--- config.mk ---
export PLATFORM = sky130hd
export DESIGN_NAME = exe_cmd_issuer
export DESIGN_NICKNAME = d
export VERILOG_FILES = /design/src/rtl/exe_cmd_issuer_pkg.sv /design/src/rtl/exe_cmd_issuer_cond_check.sv /design/src/rtl/exe_cmd_issuer.sv
export SDC_FILE = /design/constraint.sdc
export NUM_CORES = 1
export LEC_CHECK = 0
export ABC_AREA = 1
export CORE_ASPECT_RATIO = 2
export CORE_MARGIN = 3
export CORE_UTILIZATION = 45
export CTS_CLUSTER_DIAMETER = 100
export CTS_CLUSTER_SIZE = 30
export DETAILED_ROUTE_END_ITERATION = 12
export GPL_TIMING_DRIVEN = 0
export PLACE_DENSITY = 0.95
export SYNTH_ARGS = -nofsm -noshare
export SYNTH_HDL_FRONTEND = slang
export SYNTH_HIERARCHICAL = 1
export SYNTH_SLANG_ARGS = --single-unit
--- constraint.sdc ---
create_clock -name clk -period 3.46 [get_ports clk]
set_clock_uncertainty 0.15 [all_clocks]
set_input_delay 0.692 -clock clk [delete_from_list [all_inputs] [get_ports clk]]
set_output_delay 0.692 -clock clk [all_outputs]
set_load 0.05 [all_outputs]
--- src/rtl/exe_cmd_issuer_pkg.sv ---
// Shared encodings for the issue stage: ALU opcodes, ARM opcodes, condition
// codes, status-register flag positions and the issued command record.
package exe_cmd_issuer_pkg;

   localparam logic [3:0] EXE_MOV = 4'b0001;
   localparam logic [3:0] EXE_MVN = 4'b1001;
   localparam logic [3:0] EXE_ADD = 4'b0010;
   localparam logic [3:0] EXE_ADC = 4'b0011;
   localparam logic [3:0] EXE_SUB = 4'b0100;
   localparam logic [3:0] EXE_SBC = 4'b0101;
   localparam logic [3:0] EXE_AND = 4'b0110;
   localparam logic [3:0] EXE_ORR = 4'b0111;
   localparam logic [3:0] EXE_EOR = 4'b1000;
   localparam logic [3:0] EXE_MEM = 4'b0010;

   localparam logic [3:0] OP_AND = 4'b0000;
   localparam logic [3:0] OP_EOR = 4'b0001;
   localparam logic [3:0] OP_SUB = 4'b0010;
   localparam logic [3:0] OP_ADD = 4'b0100;
   localparam logic [3:0] OP_ADC = 4'b0101;
   localparam logic [3:0] OP_SBC = 4'b0110;
   localparam logic [3:0] OP_TST = 4'b1000;
   localparam logic [3:0] OP_CMP = 4'b1010;
   localparam logic [3:0] OP_ORR = 4'b1100;
   localparam logic [3:0] OP_MOV = 4'b1101;
   localparam logic [3:0] OP_MVN = 4'b1111;

   localparam logic [3:0] COND_EQ = 4'b0000;
   localparam logic [3:0] COND_NE = 4'b0001;
   localparam logic [3:0] COND_CS = 4'b0010;
   localparam logic [3:0] COND_CC = 4'b0011;
   localparam logic [3:0] COND_MI = 4'b0100;
   localparam logic [3:0] COND_PL = 4'b0101;
   localparam logic [3:0] COND_VS = 4'b0110;
   localparam logic [3:0] COND_VC = 4'b0111;
   localparam logic [3:0] COND_HI = 4'b1000;
   localparam logic [3:0] COND_LS = 4'b1001;
   localparam logic [3:0] COND_GE = 4'b1010;
   localparam logic [3:0] COND_LT = 4'b1011;
   localparam logic [3:0] COND_GT = 4'b1100;
   localparam logic [3:0] COND_LE = 4'b1101;
   localparam logic [3:0] COND_AL = 4'b1110;

   localparam int FLAG_N = 31;
   localparam int FLAG_Z = 30;
   localparam int FLAG_C = 29;
   localparam int FLAG_V = 28;

   typedef struct packed {
      logic [3:0]  exe_command;
      logic        s_bit;
      logic        wb_en;
      logic        mem_read;
      logic        mem_write;
      logic        imm;
      logic [11:0] shift_operand;
      logic [3:0]  rn;
      logic [3:0]  rd;
   } cmd_t;

endpackage

--- src/rtl/exe_cmd_issuer_cond_check.sv ---
// ARM condition-code evaluator against {N,Z,C,V}; purely combinational so the
// branch unit can reuse it.
module exe_cmd_issuer_cond_check
   import exe_cmd_issuer_pkg::*;
(
   input  logic [3:0] cond,
   input  logic [3:0] flags,
   output logic       pass
);

   logic n, z, c, v;
   assign {n, z, c, v} = flags;

   always_comb begin
      pass = 1'b0;
      case (cond)
         COND_EQ: pass = z;
         COND_NE: pass = !z;
         COND_CS: pass = c;
         COND_CC: pass = !c;
         COND_MI: pass = n;
         COND_PL: pass = !n;
         COND_VS: pass = v;
         COND_VC: pass = !v;
         COND_HI: pass = c && !z;
         COND_LS: pass = !c || z;
         COND_GE: pass = (n == v);
         COND_LT: pass = (n != v);
         COND_GT: pass = !z && (n == v);
         COND_LE: pass = z || (n != v);
         COND_AL: pass = 1'b1;
         default: pass = 1'b0;
      endcase
   end

endmodule

--- src/rtl/exe_cmd_issuer.sv ---
// Issue stage: decodes ARM-style words, checks conditions against the ALU's
// returned flags and hands one registered command per cycle to execute.
module exe_cmd_issuer
   import exe_cmd_issuer_pkg::*;
#(
   parameter int PEND_W = 2
) (
   input  logic        clk,
   input  logic        rst_n,
   input  logic [31:0] instr,
   input  logic        instr_valid,
   output logic        instr_ready,
   input  logic        flush,
   output logic        cmd_valid,
   input  logic        cmd_ready,
   output logic [3:0]  exe_command,
   output logic        s_bit,
   output logic        wb_en,
   output logic        mem_read,
   output logic        mem_write,
   output logic        imm,
   output logic [11:0] shift_operand,
   output logic [3:0]  rn,
   output logic [3:0]  rd,
   output logic        illegal,
   input  logic        status_wr,
   input  logic [3:0]  status_bits,
   output logic [31:0] status_reg_out
);

   localparam logic [PEND_W:0] PEND_MAX = {1'b0, {PEND_W{1'b1}}};

   logic [3:0]        flags;
   logic [PEND_W-1:0] pending;
   logic [PEND_W:0]   in_flight;
   cmd_t              cmd_q, dec;
   logic              cmd_valid_q, illegal_q;
   logic              dec_legal, cond_pass, held_s, hazard, stall;
   logic              load, hs, inc, dec_p;

   exe_cmd_issuer_cond_check u_cond_check (
      .cond  (instr[31:28]),
      .flags (flags),
      .pass  (cond_pass)
   );

   always_comb begin
      dec               = '0;
      dec_legal         = 1'b0;
      dec.imm           = instr[25];
      dec.shift_operand = instr[11:0];
      dec.rn            = instr[19:16];
      dec.rd            = instr[15:12];
      if (instr[27:26] == 2'b00) begin
         dec_legal = 1'b1;
         dec.wb_en = 1'b1;
         dec.s_bit = instr[20];
         case (instr[24:21])
            OP_MOV:  dec.exe_command = EXE_MOV;
            OP_MVN:  dec.exe_command = EXE_MVN;
            OP_ADD:  dec.exe_command = EXE_ADD;
            OP_ADC:  dec.exe_command = EXE_ADC;
            OP_SUB:  dec.exe_command = EXE_SUB;
            OP_SBC:  dec.exe_command = EXE_SBC;
            OP_AND:  dec.exe_command = EXE_AND;
            OP_ORR:  dec.exe_command = EXE_ORR;
            OP_EOR:  dec.exe_command = EXE_EOR;
            OP_CMP: begin
               dec.exe_command = EXE_SUB;
               dec.wb_en       = 1'b0;
               dec.s_bit       = 1'b1;
            end
            OP_TST: begin
               dec.exe_command = EXE_AND;
               dec.wb_en       = 1'b0;
               dec.s_bit       = 1'b1;
            end
            default: begin
               dec_legal = 1'b0;
               dec.wb_en = 1'b0;
               dec.s_bit = 1'b0;
            end
         endcase
      end else if (instr[27:26] == 2'b01) begin
         dec_legal       = 1'b1;
         dec.exe_command = EXE_MEM;
         dec.mem_read    = instr[20];
         dec.wb_en       = instr[20];
         dec.mem_write   = !instr[20];
      end
   end

   // The held S command counts toward the limit too, otherwise its handshake
   // could push pending past the counter's range.
   assign held_s    = cmd_valid_q && cmd_q.s_bit;
   assign in_flight = {1'b0, pending} + {{PEND_W{1'b0}}, held_s};
   assign hazard    = (pending != '0) || held_s;
   assign stall     = ((instr[31:28] != COND_AL) && hazard) ||
                      (dec.s_bit && (in_flight >= PEND_MAX));

   // Valid/ready: a word moves on a cycle where instr_valid && instr_ready, a
   // command moves where cmd_valid && cmd_ready; cmd_valid never drops unaccepted
   // except on flush or reset.
   assign instr_ready = rst_n && instr_valid && !flush && !stall &&
                        (!cmd_valid_q || cmd_ready);
   assign load  = instr_ready && dec_legal && cond_pass;
   assign hs    = cmd_valid_q && cmd_ready;
   assign inc   = hs && cmd_q.s_bit;
   assign dec_p = status_wr && (pending != '0);

   always_ff @(posedge clk or negedge rst_n) begin
      if (!rst_n) begin
         flags       <= '0;
         pending     <= '0;
         cmd_valid_q <= 1'b0;
         cmd_q       <= '0;
         illegal_q   <= 1'b0;
      end else begin
         if (status_wr) flags <= status_bits;
         if (inc && !dec_p)      pending <= pending + 1'b1;
         else if (dec_p && !inc) pending <= pending - 1'b1;
         illegal_q <= instr_ready && !dec_legal;
         if (flush)     cmd_valid_q <= 1'b0;
         else if (load) cmd_valid_q <= 1'b1;
         else if (hs)   cmd_valid_q <= 1'b0;
         if (load) cmd_q <= dec;
      end
   end

   assign cmd_valid     = cmd_valid_q;
   assign illegal       = illegal_q;
   assign exe_command   = cmd_q.exe_command;
   assign s_bit         = cmd_q.s_bit;
   assign wb_en         = cmd_q.wb_en;
   assign mem_read      = cmd_q.mem_read;
   assign mem_write     = cmd_q.mem_write;
   assign imm           = cmd_q.imm;
   assign shift_operand = cmd_q.shift_operand;
   assign rn            = cmd_q.rn;
   assign rd            = cmd_q.rd;

   always_comb begin
      status_reg_out         = '0;
      status_reg_out[FLAG_N] = flags[3];
      status_reg_out[FLAG_Z] = flags[2];
      status_reg_out[FLAG_C] = flags[1];
      status_reg_out[FLAG_V] = flags[0];
   end

endmodule

* Yosys cells after proc, flatten, opt, wreduce, memory -nomap -nowiden
Cells that the tools add are included.
** Storage, ports and cells
- Logic and storage cells :: 106
- Register bits after elaboration :: 37
** Cells by class
- $lt $le $gt $ge :: 1
- Multiplexer cells :: 17
- Equal/unequal tests :: 28
- $add $sub $neg :: 3
- Reductions and logical operators :: 44
** Operator list (number)
- $eq 4x4->1 const B :: 12
- $pmux 4 s9 :: 1
- $eq 4x3->1 const B :: 7
- $logic_and 1x1->1 :: 17
- $pmux 1 s15 :: 1
- $eq 4x2->1 const B :: 3
- $logic_not 1->1 :: 11
- $reduce_or 11->1 :: 1
- $reduce_or 9->1 :: 1
- $eq 4x1->1 const B :: 2
- $logic_not 4->1 :: 2
- $mux 1 :: 8
- $mux 2 :: 4
- $reduce_or 2->1 :: 3
- $logic_or 1x1->1 :: 5
- $mux 4 :: 1
- $ne 4x4->1 const B :: 1
- $pmux 2 s2 :: 1
- $reduce_bool 2->1 :: 2
- $add 2x1->3 :: 1
- $ge 3x2->1 const B :: 1
- $mux 3 :: 1
- $reduce_bool 3->1 :: 1
- $add 2x1->2 const B :: 1
- other kinds (5) :: 5

* Logic depth before layout (Yosys ltp)
Gate-level depths: netlist of run 1.
- Depth in word-level cells :: 13
- Mapped depth :: 14
- Mapped depth without buffers :: 13

* By module
Netlist of run 1, hierarchy kept.
** By module, submodules not included
- exe_cmd_issuer :: instances 1, area each 2135.8 um2, cells each 244
- exe_cmd_issuer_cond_check :: instances 1, area each 229.0 um2, cells each 55

* Least setup slack after synthesis of run 1
OpenSTA, ideal clock, no wires.
- Kind :: register to output
- Start :: register cmd_valid_q (netlist: cmd_valid)
- End :: output instr_ready
- Cell stages (with the launch flop) :: 10
- Setup slack :: 0.626 ns
- Data required time :: 2.618 ns
- Data arrival time :: 1.992 ns
- Path through :: dfrtp_1 -> nand2_1 -> inv_1 -> ha_1 -> ha_1 -> a21o_1 -> nand2_4 -> buf_6 -> nand2_1 -> inv_1
** Between the ends
- Cells in the longest elaborated chain, start to end :: 8
** RTL lines
- start, declared :: RTL line exe_cmd_issuer.sv:37 : logic cmd_valid_q, illegal_q;
- start signal, assigned :: RTL line exe_cmd_issuer.sv:115 : cmd_valid_q <= 1'b0;
- start signal, assigned :: RTL line exe_cmd_issuer.sv:123 : if (flush) cmd_valid_q <= 1'b0;
- start signal, assigned :: RTL line exe_cmd_issuer.sv:124 : else if (load) cmd_valid_q <= 1'b1;
- $logic_and 1x1->1 :: RTL line exe_cmd_issuer.sv:95 : assign held_s = cmd_valid_q && cmd_q.s_bit;
- $add 2x1->3 :: RTL line exe_cmd_issuer.sv:96 : assign in_flight = {1'b0, pending} + {{PEND_W{1'b0}}, held_s};
- $ge 3x2->1 :: RTL line exe_cmd_issuer.sv:99 : (dec.s_bit && (in_flight >= PEND_MAX));
- $logic_and 1x1->1 :: RTL line exe_cmd_issuer.sv:99
- $logic_or 1x1->1 :: RTL line exe_cmd_issuer.sv:98 : assign stall = ((instr[31:28] != COND_AL) && hazard) ||
- $logic_not 1->1 :: RTL line exe_cmd_issuer.sv:104 : assign instr_ready = rst_n && instr_valid && !flush && !stall &&
- $logic_and 1x1->1 :: RTL line exe_cmd_issuer.sv:104
- $logic_and 1x1->1 (*) :: RTL line exe_cmd_issuer.sv:104
- end, declared :: RTL line exe_cmd_issuer.sv:12 : output logic instr_ready,
Mark *: on every way between the ends. The rest lies on a longest branch, timed or not.

* Worst setup path after layout of run 1
- Start :: input instr[29]
- End :: output instr_ready
** Between the ends
- Cells in the longest elaborated chain, start to end :: 6
** RTL lines
- start, declared :: RTL line exe_cmd_issuer.sv:10 : input logic [31:0] instr,
- $ne 4x4->1 :: RTL line exe_cmd_issuer.sv:98
- $logic_and 1x1->1 :: RTL line exe_cmd_issuer.sv:98
- $logic_or 1x1->1 :: RTL line exe_cmd_issuer.sv:98
- $logic_not 1->1 :: RTL line exe_cmd_issuer.sv:104
- $logic_and 1x1->1 (2 in series) :: RTL line exe_cmd_issuer.sv:104
No other way between the ends.

==> flow_metrics.py, run 1 <==
metrics = {
    "synth": {
        "postSynthAreaPerCell_um2": 7.91,
        "ys_types": 30,
        "yosysWarnings": 6,
        "async_reset_ff_share_pct": 100,
        "synth.most_common_cell": "nand2_1",
        "synth_top_area_cell": "dfrtp_1",
        "synth-edff-count": 0,
        "ys_seq_elements": 37,
        "synthFlopType": "dfrtp_1",
        "yosysTopAreaCellShare_pct": 39.2,
        "syn_area_um2": 2360,
        "syn_inst": 299,
        "synth_common_cells": "90 x nand2_1, 37 x dfrtp_1, 31 x buf_4, 31 x nand4_1, 21 x inv_1",
        "seq_area_frac_synth_pct": 39.2,
        "synthTopCellsByArea": "dfrtp_1 39%, nand2_1 14%, buf_4 9.8%",
    },
    "global_route": {
        "grt_max_degree": 39,
        "antenna_found_initial": 0,
        "grt_pass1_wl_um": 9600,
        "track_usage_pct": 19.4,
        "overflow": 0,
        "first_global_vias": 2120,
    },
    "timing": {
        "fin_crit_sh_pct": 94.8,
        "setup_viol": 0,
        "min_period_ps": 3280,
        "fin_tns_setup_ps": 0,
        "slew_viol_final": 0,
        "rsz0062_at_grt": "false",
        "hold_violations": 0,
        "maxClockFrequency_mhz": 305,
        "max_slew.worst_pin.slew_ps": 530,
        "slew_headroom_pct": 64.6,
    },
    "final_layout": {
        "antenna_cells": 0,
        "syn_to_final_growth_pct": 43.3,
        "drive_gt1_share_pct": 17.1,
        "fin_util_pct": 68.4,
        "fin_nets": 455,
        "fin_cells": 467,
        "n_fill_cell": 393,
    },
    "pwr": {
        "peakVddDrop_mv": 0.368,
        "power_density_nw_per_um2": 541,
        "finalPower_mw": 1.83,
        "cellLeakagePower_nw": 1.80,
    },
    "critical_path": {
        "cp-end-kind": "output port",
        "r2r_slack_ps": 1500,
        "cp.required_ps": 2620,
        "cp-start-kind": "input port",
        "crit_type": "in -> out",
        "cp_data_arrival_time_ps": 2440,
        "cp_max_fo": 10,
    },
    "cts": {
        "clock-sinks": 37,
        "clk_pin_slew_worst_paths_ps": 70,
        "cts-root-buf": "clkbuf_8",
        "clock_latency_ps": 280,
        "cts-buffers-inserted": 5,
        "htreeDepth": 2,
        "cts_tree": "yes",
        "clockBufferDepth": 2,
        "postCtsSetupBuffers": 0,
    },
    "floorplanning": {
        "ioPinCount": 106,
        "die_h_um": 109,
        "rows": 36,
        "die_x_um": 57.3,
        "die_area_um2": 6210,
        "coreArea_um2": 4950,
        "initial_utilization_pct": 47.7,
    },
    "drt": {
        "drtPass1Iterations": 4,
        "wl_per_cell_um": 12.7,
        "totalWireLength_um": 5930,
        "avgViaCountPerCell": 4.85,
        "ant_nets": 0,
        "drtIter0Drc": 132,
        "drc": 0,
        "num_vias": 2264,
    },
    "placement": {
        "dp.cells": 460,
        "io_buffer_count": 77,
        "dpl.hpwl_um": 4700,
        "gp_congestion": 0.888,
    },
    "job": {
        "drv_cap": 0,
    },
    "outcome": {
        "status": "complete, no violations",
    },
    "worst_hold_path": {
        "hold_path_class": "in -> async",
    },
}
-- layer usage --
metal | vias to the layer above | wire [um] | GRT usage [%] | part of all wire, %
met4 | 0 | 99 | 6.63 | 1.7
li1 | 1136 | - | - | -
met1 | 1026 | 2130 | 21.1 | 36
met2 | 91 | 3300 | 36.6 | 56
met5 | - | 0 | 0 | 0
met3 | 11 | 389 | 3.46 | 6.6
-- sequential cells by signal, summed over array words and instances (netlist names) --
register	flops
cmd_valid	1
exe_command	4
flags	4
illegal	1
imm	1
mem_read	1
mem_write	1
pending	2
rd	4
rn	4
s_bit	1
shift_operand	12
wb_en	1
-- placed cells by master (no fill, tap or decap), drive strengths merged --
cell type and count:
nand3 18, mux2 4, buf 41, a21o 1
clkinv 3, nand4 32, a21oi 8, nand3b 2
clkdlybuf4s50 75, nand2 100, dfrtp 37, xor2 1
o21ai 4, ha 3, nor3 1, conb 28
xnor2 1, nor2 20, clkbuf 8, inv 23
-- report_power, final --
part           total, mW  leakage, nW  internal, mW  switching (mW)
registers          0.606        0.493         0.538          0.0683
logic              0.928         1.27         0.313           0.615
clock network      0.299       0.0443         0.158           0.141
total               1.83         1.80          1.01           0.825
-- metrics by stage --
step                      hold slack, ps  setup slack (ps)  area (um2)
after floorplan                      246               626        2470
after detailed placement             308              -500        3300
final                                218               181        3390
after global placement               304             -1540        3310
after global routing                 248              66.2        3390
after CTS                            229              26.1        3390
-- critical path: stages --
cell,delay [ps]
clkdlybuf4s50_1,620
nand4_1,140
nand2_1,80
nand2_1,50
nor2_2,190
clkbuf_4,260
nand2_1,90
inv_1,60
buf_2,250
-- final cells by class --
type                            instances  area (um2)  share of cell area [%]
Tap cell                               57        71.3                    2.10
Buffer                                 40         319                    9.41
Multi-Input combinational cell        223        1120                    33.2
Timing Repair Buffer                   77         763                    22.5
Inverter                               26        98.8                    2.92
Sequential cell                        37         926                    27.3
Clock buffer                            7        86.3                    2.55
-- kinds of logic after synthesis --
logic type	share of synthesized area, %
multiplexers	1.90
AO/OA/AOI/OAI	2.86
flip-flops	39.2
XOR/XNOR	0.741
adder cells (fa/ha/maj)	1.59
AND/OR/NAND/NOR	36.0
other	0.159
buffers and inverters	17.6
-- timing repair --
action / in CTS / in global routing
hold buffers: 0 / 0
gates resized for setup: 4 / 3
endpoints found under the setup margin: 1 / 1
-- final timing paths --
check                      depth (start not counted)                            to                         start
max in group asynchronous                          1             rd[2]$_DFFE_PN0P_                         rst_n
setup / recovery                                   9                   instr_ready                     instr[29]
hold / removal                                     1             rd[0]$_DFFE_PN0P_                         rst_n
min in group clk                                   2  shift_operand[9]$_DFFE_PN0P_  shift_operand[9]$_DFFE_PN0P_
hold reg to reg                                    2  shift_operand[9]$_DFFE_PN0P_  shift_operand[9]$_DFFE_PN0P_
setup reg to reg                                  10    exe_command[2]$_DFFE_PN0P_         cmd_valid$_DFFE_PN0P_
Power figures use the tool's default switching activity.
==> run 2, diff against run 1 <==
--- a/config.mk
+++ b/config.mk
@@ -10,7 +10,7 @@
 export CORE_MARGIN = 3
 export CORE_UTILIZATION = 45
 export CTS_CLUSTER_DIAMETER = 100
-export CTS_CLUSTER_SIZE = 30
+export CTS_CLUSTER_SIZE = 8
 export DETAILED_ROUTE_END_ITERATION = 12
 export GPL_TIMING_DRIVEN = 0
 export PLACE_DENSITY = 0.95
@@ -18,3 +18,4 @@
 export SYNTH_HDL_FRONTEND = slang
 export SYNTH_HIERARCHICAL = 1
 export SYNTH_SLANG_ARGS = --single-unit
+export TNS_END_PERCENT = 100
==> constraint.sdc (replaced) <==
create_clock -name clk -period 3.46 [get_ports clk]
set_clock_uncertainty 0.15 [all_clocks]
set_input_delay 0.346 -clock clk [delete_from_list [all_inputs] [get_ports clk]]
set_output_delay 0.346 -clock clk [all_outputs]
set_load 0.05 [all_outputs]
==> run 2 against run 1 <==
Effect of this change: cell area is 0.96% higher; global-route usage stayed put; non-clock buffer count is 2 higher; sequential power hardly changed; die area stayed put; sequential share of layout area is 0.26 points lower; wire length is 1.3% higher; first-iteration DRC count is 26% lower; critical path depth is 1 higher; via count is 1.4% higher; worst hold slack better by 100 ps; final cell count is 0.43% higher.
==> flow_metrics.py, run 2 (synthesized netlist as in run 1, its figures left out) <==
metrics = {
    "final_layout": {
        "layout_common_cells": "90 x nand2_1, 76 x clkdlybuf4s50_1, 37 x dfrtp_1",
        "n_fill_cell": 389,
        "fin_cells": 469,
        "final_area_um2": 3420,
        "antenna_cells": 0,
        "largest_reg_flops": 12,
        "multiInputGateArea_um2": 1120,
        "syn_to_final_growth_pct": 44.7,
        "fin_nets": 457,
        "drive_gt1_share_pct": 17.0,
        "final_common_cell": "nand2_1",
        "final-seq-area_um2": 926,
    },
    "global_route": {
        "grt_max_degree": 39,
        "track_usage_pct": 19.4,
        "first_global_vias": 2120,
        "antenna_found_initial": 0,
        "grt_pass1_wl_um": 9600,
        "overflow": 0,
    },
    "drt": {
        "num_vias": 2295,
        "ant_nets": 0,
        "totalWireLength_um": 6010,
        "avgViaCountPerCell": 4.89,
        "drtPass1Iterations": 6,
        "drc": 0,
        "wl_per_cell_um": 12.8,
        "drtIter0Drc": 98,
    },
    "critical_path": {
        "cp-end-kind": "output port",
        "cp-start-kind": "flop",
        "rr_startpoint": "cmd_valid$_DFFE_PN0P_",
        "cp_max_fo": 10,
        "cp_data_arrival_time_ps": 2680,
        "crit_family": "buffers and inverters",
        "crit_slowest_cell": "clkdlybuf4s50_1",
        "cp.required_ps": 2960,
        "worstPathCellList": "nand2_1 -> inv_1 -> ha_1 -> ha_1 -> a21o_1 -> nand2_4 -> buf_6 -> nand2_1 -> inv_1 -> clkdlybuf4s50_1",
        "cp-startpoint": "cmd_valid$_DFFE_PN0P_",
        "cp_slowest_stage_delay_ps": 790,
        "worst-path-buf-inv": 4,
        "crit_type": "reg -> out",
    },
    "floorplanning": {
        "die_x_um": 57.3,
        "rows": 36,
        "initial_utilization_pct": 47.7,
        "die_h_um": 109,
        "die_area_um2": 6210,
        "ioPinCount": 106,
        "coreArea_um2": 4950,
    },
    "timing": {
        "setup_viol": 0,
        "min_period_ps": 3170,
        "fin_crit_sh_pct": 91.7,
        "maxClockFrequency_mhz": 315,
        "max_slew.worst_pin.slew_ps": 535,
        "rsz0062_at_grt": "false",
        "hold_violations": 0,
        "slew_viol_final": 0,
        "timing.hold.ws_ps": 321,
        "slew_headroom_pct": 64.2,
    },
    "placement": {
        "gp_congestion": 0.888,
        "dp.cells": 460,
        "io_buffer_count": 77,
        "placed_area_um2": 3300,
        "dpl.hpwl_um": 4700,
    },
    "outcome": {
        "status": "complete, no violations",
    },
    "cts": {
        "clk_pin_slew_worst_paths_ps": 70,
        "postCtsSetupBuffers": 0,
        "htreeDepth": 2,
        "cts-root-buf": "clkbuf_8",
        "clock_latency_ps": 280,
        "cts-buffers-inserted": 5,
        "cts_tree": "yes",
        "clockBufferDepth": 2,
        "clock-sinks": 37,
    },
    "pwr": {
        "cellLeakagePower_nw": 1.81,
        "peakVddDrop_mv": 0.369,
        "power_density_nw_per_um2": 537,
        "finalPower_mw": 1.84,
    },
    "worst_hold_path": {
        "hold_start": "shift_operand[9]$_DFFE_PN0P_",
        "hold_path_class": "reg -> reg",
    },
    "job": {
        "drv_cap": 0,
    },
}
==> run 2: where the power goes <==
part | switching [mW] | total (mW) | leakage (nW) | internal (mW)
logic | 0.618 | 0.934 | 1.28 | 0.316
clock network | 0.141 | 0.299 | 0.0443 | 0.158
registers | 0.0679 | 0.606 | 0.493 | 0.538
==> run 2: final timing paths <==
| kind | end | slack [ps] | cells after the start |
|---|---|---|---|
| setup / recovery | instr_ready | 290 | 10 |
| hold / removal | shift_operand[9]$_DFFE_PN0P_ | 320 | 2 |
| setup reg to reg | exe_command[2]$_DFFE_PN0P_ | 1500 | 10 |
| hold reg to reg | shift_operand[9]$_DFFE_PN0P_ | 320 | 2 |
| max in group asynchronous | shift_operand[3]$_DFFE_PN0P_ | 2510 | 3 |
| min in group asynchronous | rn[3]$_DFFE_PN0P_ | 460 | 3 |
==> run 2: metal layers <==
layer	up-vias	share of wire [%]	GRT usage (%)
met4	0	1.6	6.63
met3	11	6.3	3.46
li1	1139	-	-
met5	-	0	0
met1	1050	37	21.1
met2	95	55	36.6
==> run 2: what timing repair did <==
item                       4_1_cts  5_1_grt
resized for setup                0        1
setup endpoints to repair        0        1
hold buffers                     0        2
hold endpoints to repair         0       37
==> run 2: through the flow <==
step	worst slack, ps	util, %	setup TNS [ps]
CTS	180	68.4	0
detailed placement	192	66.7	0
floorplan	972	-	0
finish	286	69.1	0
global placement	-845	66.8	-845
global route	133	69.1	0
==> run 2: tightest hold or removal path: cells and delay by family (launching register included) <==
family,cells,cell delay (ps)
DFF,1,340
and+or+nand+nor,2,100
==> run 2: final cells by class <==
class,count,share of cell area [%]
buffer,40,9.25
clock buffer,7,2.52
inverter,26,2.89
multi-input combinational,223,32.9
sequential,37,27.1
tap,57,2.08
timing repair buffer,79,23.3
==> run 3, diff against run 2 <==
--- a/config.mk
+++ b/config.mk
@@ -7,7 +7,7 @@
 export LEC_CHECK = 0
 export ABC_AREA = 1
 export CORE_ASPECT_RATIO = 2
-export CORE_MARGIN = 3
+export CORE_MARGIN = 4
 export CORE_UTILIZATION = 45
 export CTS_CLUSTER_DIAMETER = 100
 export CTS_CLUSTER_SIZE = 8
==> run 3 against run 2 <==
Effect of this change: clock power is 11% higher; cell area is 0.69% higher; sequential cell count stayed put; sequential share of layout area is 0.19 points lower; final cell count is 0.43% higher; combinational power is 0.4% higher; non-clock buffer count stayed put; register-to-register slack worse by 30 ps; first-iteration DRC count is 6.1% higher; wire length is 7.0% higher; via count is 1.4% higher; sequential power hardly changed; critical endpoint unchanged.
==> flow_metrics.py, run 3 (synthesized netlist as in run 1, its figures left out) <==
metrics = {
    "outcome": {
        "status": "complete, no violations",
    },
    "placement": {
        "io_buffer_count": 77,
        "dpl.hpwl_um": 4930,
        "dp.cells": 461,
        "gp_congestion": 0.854,
    },
    "critical_path": {
        "cp.required_ps": 2960,
        "worst-path-buf-inv": 4,
        "worstPathCellList": "nand2_1 -> inv_1 -> ha_1 -> ha_1 -> a21o_1 -> nand2_4 -> buf_6 -> nand2_1 -> inv_1 -> clkdlybuf4s50_1",
        "crit_slowest_cell": "clkdlybuf4s50_1",
        "cp_data_arrival_time_ps": 2700,
        "crit_family": "buffers and inverters",
        "crit_type": "reg -> out",
        "cp_max_fo": 10,
        "cp_slowest_stage_delay_ps": 790,
        "cp-end-kind": "output port",
        "cp-start-kind": "flop",
    },
    "drt": {
        "totalWireLength_um": 6430,
        "drtIter0Drc": 104,
        "avgViaCountPerCell": 4.94,
        "ant_nets": 0,
        "drtPass1Iterations": 4,
        "drc": 0,
        "num_vias": 2327,
        "wl_per_cell_um": 13.6,
    },
    "final_layout": {
        "layout_common_cells": "90 x nand2_1, 76 x clkdlybuf4s50_1, 37 x dfrtp_1",
        "drive_gt1_share_pct": 17.4,
        "syn_to_final_growth_pct": 45.7,
        "fin_nets": 457,
        "antenna_cells": 0,
        "fin_cells": 471,
        "n_fill_cell": 418,
        "final_common_cell": "nand2_1",
        "largest_reg_flops": 12,
    },
    "cts": {
        "postCtsSetupBuffers": 0,
        "htreeDepth": 2,
        "cts_tree": "yes",
        "clockBufferDepth": 2,
        "cts-buffers-inserted": 5,
        "clock_latency_ps": 280,
        "clk_pin_slew_worst_paths_ps": 80,
        "cts-root-buf": "clkbuf_8",
        "clock-sinks": 37,
    },
    "timing": {
        "timing.hold.ws_ps": 325,
        "maxClockFrequency_mhz": 312,
        "fin_tns_setup_ps": 0,
        "slew_viol_final": 0,
        "max_slew.worst_pin.slew_ps": 526,
        "fin_crit_sh_pct": 92.5,
        "rsz0062_at_grt": "false",
        "slew_headroom_pct": 64.8,
        "hold_violations": 0,
        "setup_viol": 0,
        "min_period_ps": 3200,
    },
    "pwr": {
        "peakVddDrop_mv": 0.344,
        "cellLeakagePower_nw": 1.83,
        "finalPower_mw": 1.88,
        "power_density_nw_per_um2": 545,
    },
    "floorplanning": {
        "die_h_um": 111,
        "initial_utilization_pct": 46.0,
        "rows": 37,
        "die_area_um2": 6550,
        "coreArea_um2": 5140,
        "die_x_um": 59.3,
        "ioPinCount": 106,
    },
    "global_route": {
        "grt_max_degree": 39,
        "first_global_vias": 2220,
        "antenna_found_initial": 0,
        "track_usage_pct": 19.0,
        "grt_pass1_wl_um": 9830,
        "overflow": 0,
    },
    "job": {
        "drv_cap": 0,
    },
    "worst_hold_path": {
        "hold_path_class": "reg -> reg",
    },
}
## run 3: routing by layer
layer	vias up	GRT usage [%]	wire [um]
met4	0	8.17	166
met3	15	3.63	460
li1	1142	-	-
met1	1075	19.6	2220
met5	-	0	0
met2	95	34.9	3580
## run 3: worst reg2reg max path, cell delays in order (launching register included)
cell     delay [ps]
dfrtp_1         450
inv_1           130
nand2_1          90
nand3_1         100
nand2_1          70
nand2_1          80
nand2_1          60
nor2_1           80
nand2_1          60
inv_1           150
nor2_8           70
buf_8           140
buf_8           140
nand4_1          70
nand2_1          60
## run 3: where the power goes
| part | total [mW] | switching [mW] | internal [mW] |
|---|---|---|---|
| clock | 0.332 | 0.152 | 0.180 |
| sequential | 0.608 | 0.0699 | 0.538 |
| combinational | 0.938 | 0.620 | 0.318 |
## run 3: path summary, 6_finish.rpt
kind / from / endpoint / slack [ps] / depth (start not counted)
setup reg to reg: flags[3]$_DFFE_PN0P_ / exe_command[0]$_DFFE_PN0P_ / 1470 / 14
hold / removal: shift_operand[2]$_DFFE_PN0P_ / shift_operand[2]$_DFFE_PN0P_ / 320 / 2
hold reg to reg: shift_operand[2]$_DFFE_PN0P_ / shift_operand[2]$_DFFE_PN0P_ / 320 / 2
min in group asynchronous: rst_n / shift_operand[11]$_DFFE_PN0P_ / 460 / 3
setup / recovery: s_bit$_DFFE_PN0P_ / instr_ready / 260 / 10
max in group asynchronous: rst_n / shift_operand[0]$_DFFE_PN0P_ / 2500 / 3
## run 3: metrics by stage
stage	area, um2	utilization, %	setup slack [ps]
finish	3450	67.1	259
global route	3450	67.1	66.3
CTS	3410	66.3	116
detailed placement	3300	64.3	125
global placement	3310	64.4	-862
floorplan	2470	-	972
## run 3: what timing repair did
item                                    CTS  global route
hold buffers                              0             2
endpoints found under the hold margin     0            37
endpoints found under the setup margin    0             1
gates resized for setup                   0             1
## run 3: layout make-up
class / count / area, um2 / area share [%]
clock inverter: 1 / 5.00 / 0.145
buffer: 40 / 317 / 9.19
timing repair buffer: 79 / 806 / 23.4
tap: 58 / 72.6 / 2.11
inverter: 26 / 98.8 / 2.87
clock buffer: 7 / 96.3 / 2.80
multi-input combinational: 223 / 1120 / 32.6
sequential: 37 / 926 / 26.9
